**src/rtl/gpu_pixel_writer.sv**
```systemverilog
// Pixel-to-framebuffer writer: turns (x, y, color) pixels into single AXI-lite 16-bit writes.
// Optional build macro GPU_PIXEL_CLIP_EN silently drops pixels outside the screen.
module gpu_pixel_writer #(
    parameter int SCREEN_WIDTH  = 400,
    parameter int SCREEN_HEIGHT = 240
) (
    input  logic        clk,
    input  logic        rst,
    input  logic [31:0] fb_base_address,
    input  logic        re_valid,
    output logic        re_ready,
    input  logic [15:0] re_x,
    input  logic [15:0] re_y,
    input  logic [15:0] re_color,
    output logic        axi_awvalid,
    input  logic        axi_awready,
    output logic [31:0] axi_awaddr,
    output logic        axi_wvalid,
    input  logic        axi_wready,
    output logic [31:0] axi_wdata,
    output logic [3:0]  axi_wstrb,
    input  logic        axi_bvalid,
    output logic        axi_bready,
    input  logic [1:0]  axi_bresp,
    output logic        wr_error
);

    typedef enum logic [1:0] {IDLE, WRITE, RESP} state_t;

    state_t      state, state_next;
    logic        running;
    logic        aw_pend, w_pend;
    logic        re_hs, aw_hs, w_hs, b_hs;
    logic        pix_clip, pix_accept;
    logic [31:0] pix_addr;
    logic        addr_unused;
    logic [31:0] addr_p1, data_p1;
    logic [3:0]  strb_p1;

    function automatic logic [31:0] pixel_addr(input logic [31:0] base,
                                               input logic [15:0] x,
                                               input logic [15:0] y);
        logic [31:0] idx;
        idx = {16'd0, y} * 32'(SCREEN_WIDTH) + {16'd0, x};
        return base + {idx[30:0], 1'b0};
    endfunction

`ifdef GPU_PIXEL_CLIP_EN
    assign pix_clip = ({16'd0, re_x} >= 32'(SCREEN_WIDTH)) ||
                      ({16'd0, re_y} >= 32'(SCREEN_HEIGHT));
`else
    assign pix_clip = 1'b0;
`endif

    // re_ready is held low for one cycle after reset releases so reset is visible downstream
    assign re_ready    = running && (state == IDLE);
    assign re_hs       = re_valid && re_ready;
    assign pix_accept  = re_hs && !pix_clip;
    assign aw_hs       = axi_awvalid && axi_awready;
    assign w_hs        = axi_wvalid && axi_wready;
    assign b_hs        = axi_bvalid && axi_bready;

    assign pix_addr    = pixel_addr(fb_base_address, re_x, re_y);
    assign addr_unused = pix_addr[0];

    assign axi_awvalid = aw_pend;
    assign axi_wvalid  = w_pend;
    assign axi_bready  = (state == RESP);
    assign axi_awaddr  = addr_p1;
    assign axi_wdata   = data_p1;
    assign axi_wstrb   = strb_p1;

    always_comb begin
        state_next = state;
        unique case (state)
            IDLE:    if (pix_accept) state_next = WRITE;
            WRITE:   if ((!aw_pend || aw_hs) && (!w_pend || w_hs)) state_next = RESP;
            RESP:    if (b_hs) state_next = IDLE;
            default: state_next = IDLE;
        endcase
    end

    always_ff @(posedge clk) begin
        if (rst) begin
            state    <= IDLE;
            running  <= 1'b0;
            aw_pend  <= 1'b0;
            w_pend   <= 1'b0;
            wr_error <= 1'b0;
        end else begin
            state   <= state_next;
            running <= 1'b1;
            if (pix_accept) begin
                aw_pend <= 1'b1;
                w_pend  <= 1'b1;
            end else begin
                if (aw_hs) aw_pend <= 1'b0;
                if (w_hs)  w_pend  <= 1'b0;
            end
            if (b_hs && (axi_bresp != 2'b00)) wr_error <= 1'b1;
        end
    end

    // stage p1: address/data captured on pixel acceptance, stable until the next pixel
    always_ff @(posedge clk) begin
        if (pix_accept) begin
            addr_p1 <= {pix_addr[31:2], 2'b00};
            data_p1 <= {re_color, re_color};
            strb_p1 <= pix_addr[1] ? 4'b1100 : 4'b0011;
        end
    end

endmodule

```
**config.mk**
```make
export PLATFORM = sky130hd
export DESIGN_NAME = gpu_pixel_writer
export DESIGN_NICKNAME = d
export VERILOG_FILES = /design/src/rtl/gpu_pixel_writer.sv
export SDC_FILE = /design/constraint.sdc
export NUM_CORES = 1
export LEC_CHECK = 0
export CORE_ASPECT_RATIO = 1.4
export CORE_MARGIN = 4
export CORE_UTILIZATION = 53
export DETAILED_ROUTE_END_ITERATION = 8
export GPL_TIMING_DRIVEN = 0
export MAX_ROUTING_LAYER = met4
export PLACE_DENSITY = 0.87
export SLEW_MARGIN = 20
export SYNTH_ARGS = -nofsm -noshare
export SYNTH_HDL_FRONTEND = slang
export SYNTH_SLANG_ARGS = --single-unit
```
**constraint.sdc**
```tcl
create_clock -name clk -period 20.8 [get_ports clk]
set_input_delay 6.24 -clock clk [delete_from_list [all_inputs] [get_ports clk]]
set_output_delay 6.24 -clock clk [all_outputs]
set_load 0.02 [all_outputs]
```
After elaboration in Yosys (flattened, before gate mapping)

Cells that the tools add are included.
W data, S select, Z words.

Bits of input ports: 88
Word-level logic and storage cells: 42
Register bits after elaboration: 72
Output and inout port bits: 73

Add/subtract/negate cells: 2
$mul: 1
Multiplexer cells: 10
Reduce and logical (&&, ||, !) cells: 16
Eq/ne operators: 5

Operators with widths:

| cell                    | count |
|---|---|
| $add A32 B27 Y32        | 1 |
| $add A25 B16 Y26        | 1 |
| $mul A16 B5 Y21 const B | 1 |
| $logic_and A1 B1 Y1     | 7 |
| $mux W2                 | 3 |
| $pmux W2 S3             | 1 |
| $reduce_bool A2 Y1      | 3 |
| $mux W1                 | 5 |
| $mux W4                 | 1 |
| $ne A2 B2 Y1 const B    | 2 |
| $reduce_and A3 Y1       | 1 |
| $eq A2 B1 Y1 const B    | 1 |
| $eq A2 B2 Y1 const B    | 1 |
| $logic_not A1 Y1        | 2 |
| $logic_not A2 Y1        | 1 |
| $logic_or A1 B1 Y1      | 2 |
| $ne A2 B1 Y1 const B    | 1 |

Logic depth before layout (Yosys ltp)

Depth in word-level cells: 5
Mapped depth: 27

Worst setup path before layout

OpenSTA, ideal clock, no wires.

Kind: input to register
Start: input re_y[2]
End: register addr_p1[28] (netlist: axi_awaddr[28]) (data pin)
Stages: 24
Path buffers: 1
Data arrival time: 11.306 ns
Path slack: 9.235 ns
Cells stage by stage: ha_1 ha_1 fa_1 ha_1 o21ai_0 nor2_1 o21a_1 nor2_1 xnor2_1 ha_1 nor2b_1 or4_1 a21oi_1 o31ai_1 and2_1 xor2_1 ha_1 clkbuf_1 a2111oi_0 o21ai_0 o21ai_0 a21oi_1 a41oi_1 xnor2_1

Cells in the longest elaborated chain, start to end: 3

Ends and longest elaborated chain:

| item                 | line | text |
|---|---|---|
| from (decl)          | 13   | `input logic [15:0] re_y,` |
| $mul A16 B5 Y21      | 44   | `idx = {16'd0, y} * 32'(SCREEN_WIDTH) + {16'd0, x};` |
| $add A25 B16 Y26     | 44   |  |
| $add A32 B27 Y32     | 45   | `return base + {idx[30:0], 1'b0};` |
| net pix_addr[28]     | 35   | `logic [31:0] pix_addr;` |
| to (signal assigned) | 107  | `addr_p1 <= {pix_addr[31:2], 2'b00};` |
| to (decl)            | 37   | `logic [31:0] addr_p1, data_p1;` |

The timed path passes the listed nets, and every way through them passes these cells.
A chain may end at the register's enable or synchronous reset.

Worst setup path after layout

Start: input re_y[3]
End: register addr_p1[30] (netlist: axi_awaddr[30]) (data pin)

The elaborated chain is that of the path after synthesis.

==> qor.csv <==
stage;metric;value;unit
detailed_routing;drt-initial-drc-count;242;
global_route;grt_first_pass_wirelength;22000;microns
cts;numClockSinks;54;
sta;timing.final.crit_period;12.46;ns
place;gp_congestion;0.824;
cts;cts_hold_repair.buffers;0;
power;power_frac_seq;19.1;%
sta;setup_tns_after_final_layout;0;ns
die;die_height;129;microns
cts;cts_tree;yes;
synth;syn_avg_cell_area;9.62;sq um
synth;postSynthRegisterBits;54;
detailed_routing;antenna_violating_nets_remaining;0;
worst_setup_path;arrival;12.50;ns
detailed_routing;finalWirelength;13900;microns
die;die-width;94.3;microns
sta;slew_violations;0;
place;io_port_bufs;157;
synth;ys_types;60;
detailed_routing;detailroute.via_count;4793;
synth;number_of_synthesized_flops_with_an_enable_pin;48;
global_route;grt.overflow.total;0;
power;peak_supply_drop;0.0597;mV
place;placed_cells_incl_taps;868;
power;power_density;119;nW/um^2
place;dpl.hpwl;11700;microns
finish;layout.core_utilization;73.8;%
global_route;globalRouteTotalUtil;23.3;%
synth;yosysWarningCount;0;
job;cap_viol_max_count;0;
synth;synth_async_sr_flop_share;0;%
die;ioPinCount;161;
detailed_routing;drcViolationCount;0;
die;coreArea;10100;sq um
power;power.internal;0.000493;W
die;fp-row-count;43;
cts;post_cts_setup_driven_buffer_insertion_count;0;
finish;post_route_cells_drive_above_1_share;6.21;%
worst_setup_path;cp-start-kind;input pin;
detailed_routing;drt_pass1_iterations;5;
worst_setup_path;worst-setup-path-type;input pin to register;
sta;rsz0062_at_grt;false;
cts;clk_pin_slew_worst_paths;0.07;ns
sta;final_setup_violation_count;0;
synth;post_synthesis_sequential_area_ratio;28.3;%
power;total_leakage_power;3.24;nW
power;combinationalPowerShare;72.1;%
worst_setup_path;r2r_setup_slk;19.09;ns
detailed_routing;via_per_inst;5.47;
cts;ctsLongestPathBuffers;2;
sta;maxClockFrequency;80.3;MHz
sta;slew-limit-headroom;65.5;%
global_route;number_of_global_route_vias_before_repair;4905;
cts;ctsResizeCount;0;
detailed_routing;routed_wire_length_per_instance;15.8;microns
finish;final_net_count;934;
worst_setup_path;worst_ep_required_time;20.84;ns
finish;num-fill-cells;699;
die;effective_utilization_at_floorplan;54.9;%
outcome;outcome;complete, no violations;
cts;clock_tree.htree_level_count;2;
finish;instances_no_fill;877;
cts;worst_skew_pair.late_latency;0.29;ns
sta;worst_slew_pin_tran;0.510;ns
synth;syn-cell-area;5520;sq um
power;power.share.clock;8.8;%
power;p_sw_share;44.5;%
hold_path;holdCritPathClass;register to register;
sta;final-hold-violation-count;0;
global_route;number_of_antenna_violations_at_the_first_check_in_global_routing;1;
power;power_switching;0.000395;W
worst_setup_path;worstSetupEndpointType;register;
power;totalPowerFinal;0.000887;W
finish;areaGrowthSynthToFinish;34.5;%
worst_setup_path;critical_path.max_fanout;8;
cts;clock-root-buffer;clkbuf_16;
synth;most_used_dff_post_synth;edfxtp_1;
synth;synthesis.instances;574;
global_route;maximum_number_of_pins_on_one_net_before_global_route_repair;35;
sta;fin_worst_skew;0.00491;ns
cts;tritoncts.num_buffers;5;
sta;period_share;59.9;%
die;design.die.area;12100;sq um
## layout make-up
type / count / area, sq um / share of cell area, %
multi-input combinational: 427 / 3530 / 47.5
timing repair buffer: 158 / 1590 / 21.4
sequential: 54 / 1560 / 21.0
inverter: 67 / 251 / 3.39
buffer: 27 / 184 / 2.48
tap: 135 / 169 / 2.27
clock buffer: 6 / 129 / 1.73
clock inverter: 2 / 10.0 / 0.135
antenna: 1 / 2.50 / 0.0337
## cell usage in the layout, fill, tap and decap left out, drive strengths merged, types with 3 or more instances in the layout
cell type,netlist,layout
ha,93,93
buf,21,22
a21o,18,18
clkdlybuf4s50,0,157
fa,13,13
o21a,15,15
o21bai,8,8
o211ai,3,3
nand2b,5,5
clkbuf,6,12
and3,5,5
inv,67,67
dfxtp,6,6
nor4,3,3
edfxtp,48,48
nor2b,6,6
nand4,6,6
nand2,32,32
xor2,15,15
a211oi,6,6
and2,4,4
nor3,11,11
a31oi,7,7
o311ai,3,3
xnor2,42,42
nor2,29,29
o21ai,20,20
nand3,8,8
o2111ai,3,3
a21oi,42,42
o31ai,3,3
## critical path, cell delays in order
cell and delay [ns]:
clkdlybuf4s50_1 0.53, ha_1 0.25, ha_1 0.31, fa_1 0.46
ha_1 0.37, o21ai_0 0.25, nor2_1 0.09, o21a_1 0.18
nor2_1 0.12, xnor2_1 0.13, ha_1 0.28, nor2b_1 0.18
or4_1 0.40, a21oi_1 0.25, o31ai_1 0.16, and2_1 0.23
xor2_1 0.17, ha_1 0.27, clkbuf_1 0.19, a2111oi_0 0.41
o21ai_0 0.21, o21ai_0 0.26, a21oi_1 0.16, a41oi_1 0.28
xnor2_1 0.10
## worst paths after layout
kind                            cells after the start        endpoint     start
worst max-delay path                               25  axi_awaddr[30]   re_y[3]
worst min-delay path                                2        wr_error  wr_error
worst max register to register                      4   axi_wdata[20]  state[1]
worst min register to register                      2        wr_error  wr_error
## stage by stage
| stage | instance area (sq um) | setup slack [ns] | hold WS [ns] |
|---|---|---|---|
| floorplan | 5530 | 9.23 | 0.516 |
| global placement | 7270 | 8.20 | 0.437 |
| detailed placement | 7290 | 8.07 | 0.452 |
| CTS | 7430 | 8.37 | 0.473 |
| global route | 7430 | 7.70 | 0.511 |
| finish | 7430 | 8.34 | 0.470 |
## sequential cells by signal, indices dropped and copies added (netlist names)
register	count
axi_awvalid	1
axi_awaddr	30
wr_error	1
axi_wstrb	2
axi_wvalid	1
axi_wdata	16
running	1
state	2
## per-layer routing
| layer | wire length [microns] | share of wire (%) | GRT usage [%] |
|---|---|---|---|
| met4 | 476 | 3.4 | 9.27 |
| met1 | 4920 | 35 | 21.7 |
| met5 | 0 | 0 | - |
| met2 | 7670 | 55 | 46.4 |
| met3 | 812 | 5.8 | 2.98 |
## cells in the mapped netlist (all sizes together), types with 6 or more instances
cell | instances | share of area [%]
a21oi | 42 | 4.1
o21bai | 8 | 1.1
nand3 | 8 | 0.72
o21ai | 20 | 1.8
nor2 | 29 | 2.0
buf | 21 | 2.9
dfxtp | 6 | 2.2
xnor2 | 42 | 6.8
ha | 93 | 21
clkbuf | 6 | 0.41
a211oi | 6 | 0.91
edfxtp | 48 | 26
a21o | 18 | 2.4
fa | 13 | 4.7
xor2 | 15 | 2.4
nor3 | 11 | 1.2
nand2 | 32 | 2.2
o21a | 15 | 2.0
inv | 67 | 4.6
a31oi | 7 | 0.91
nand4 | 6 | 0.68
nor2b | 6 | 0.82
## logic make-up after synthesis
group,Yosys count,share of synthesized area (%)
compound gates,145,18.2
xor+xnor,57,9.18
fa+ha+maj,106,25.8
buf+inv,94,7.88
flops,54,28.3
other cells,1,0.0679
simple gates,117,10.6
## power by group through the flow
stage          registers [W]  logic, W  clock network (W)
2_1_floorplan       0.000196  0.000450                  0
3_3_place_gp        0.000171  0.000608                  0
3_5_place_dp        0.000172  0.000629                  0
4_1_cts             0.000170  0.000632          0.0000808
5_1_grt             0.000172  0.000705          0.0000855
6_report            0.000170  0.000639          0.0000785
No activity file was read; power rests on OpenSTA's default activity.
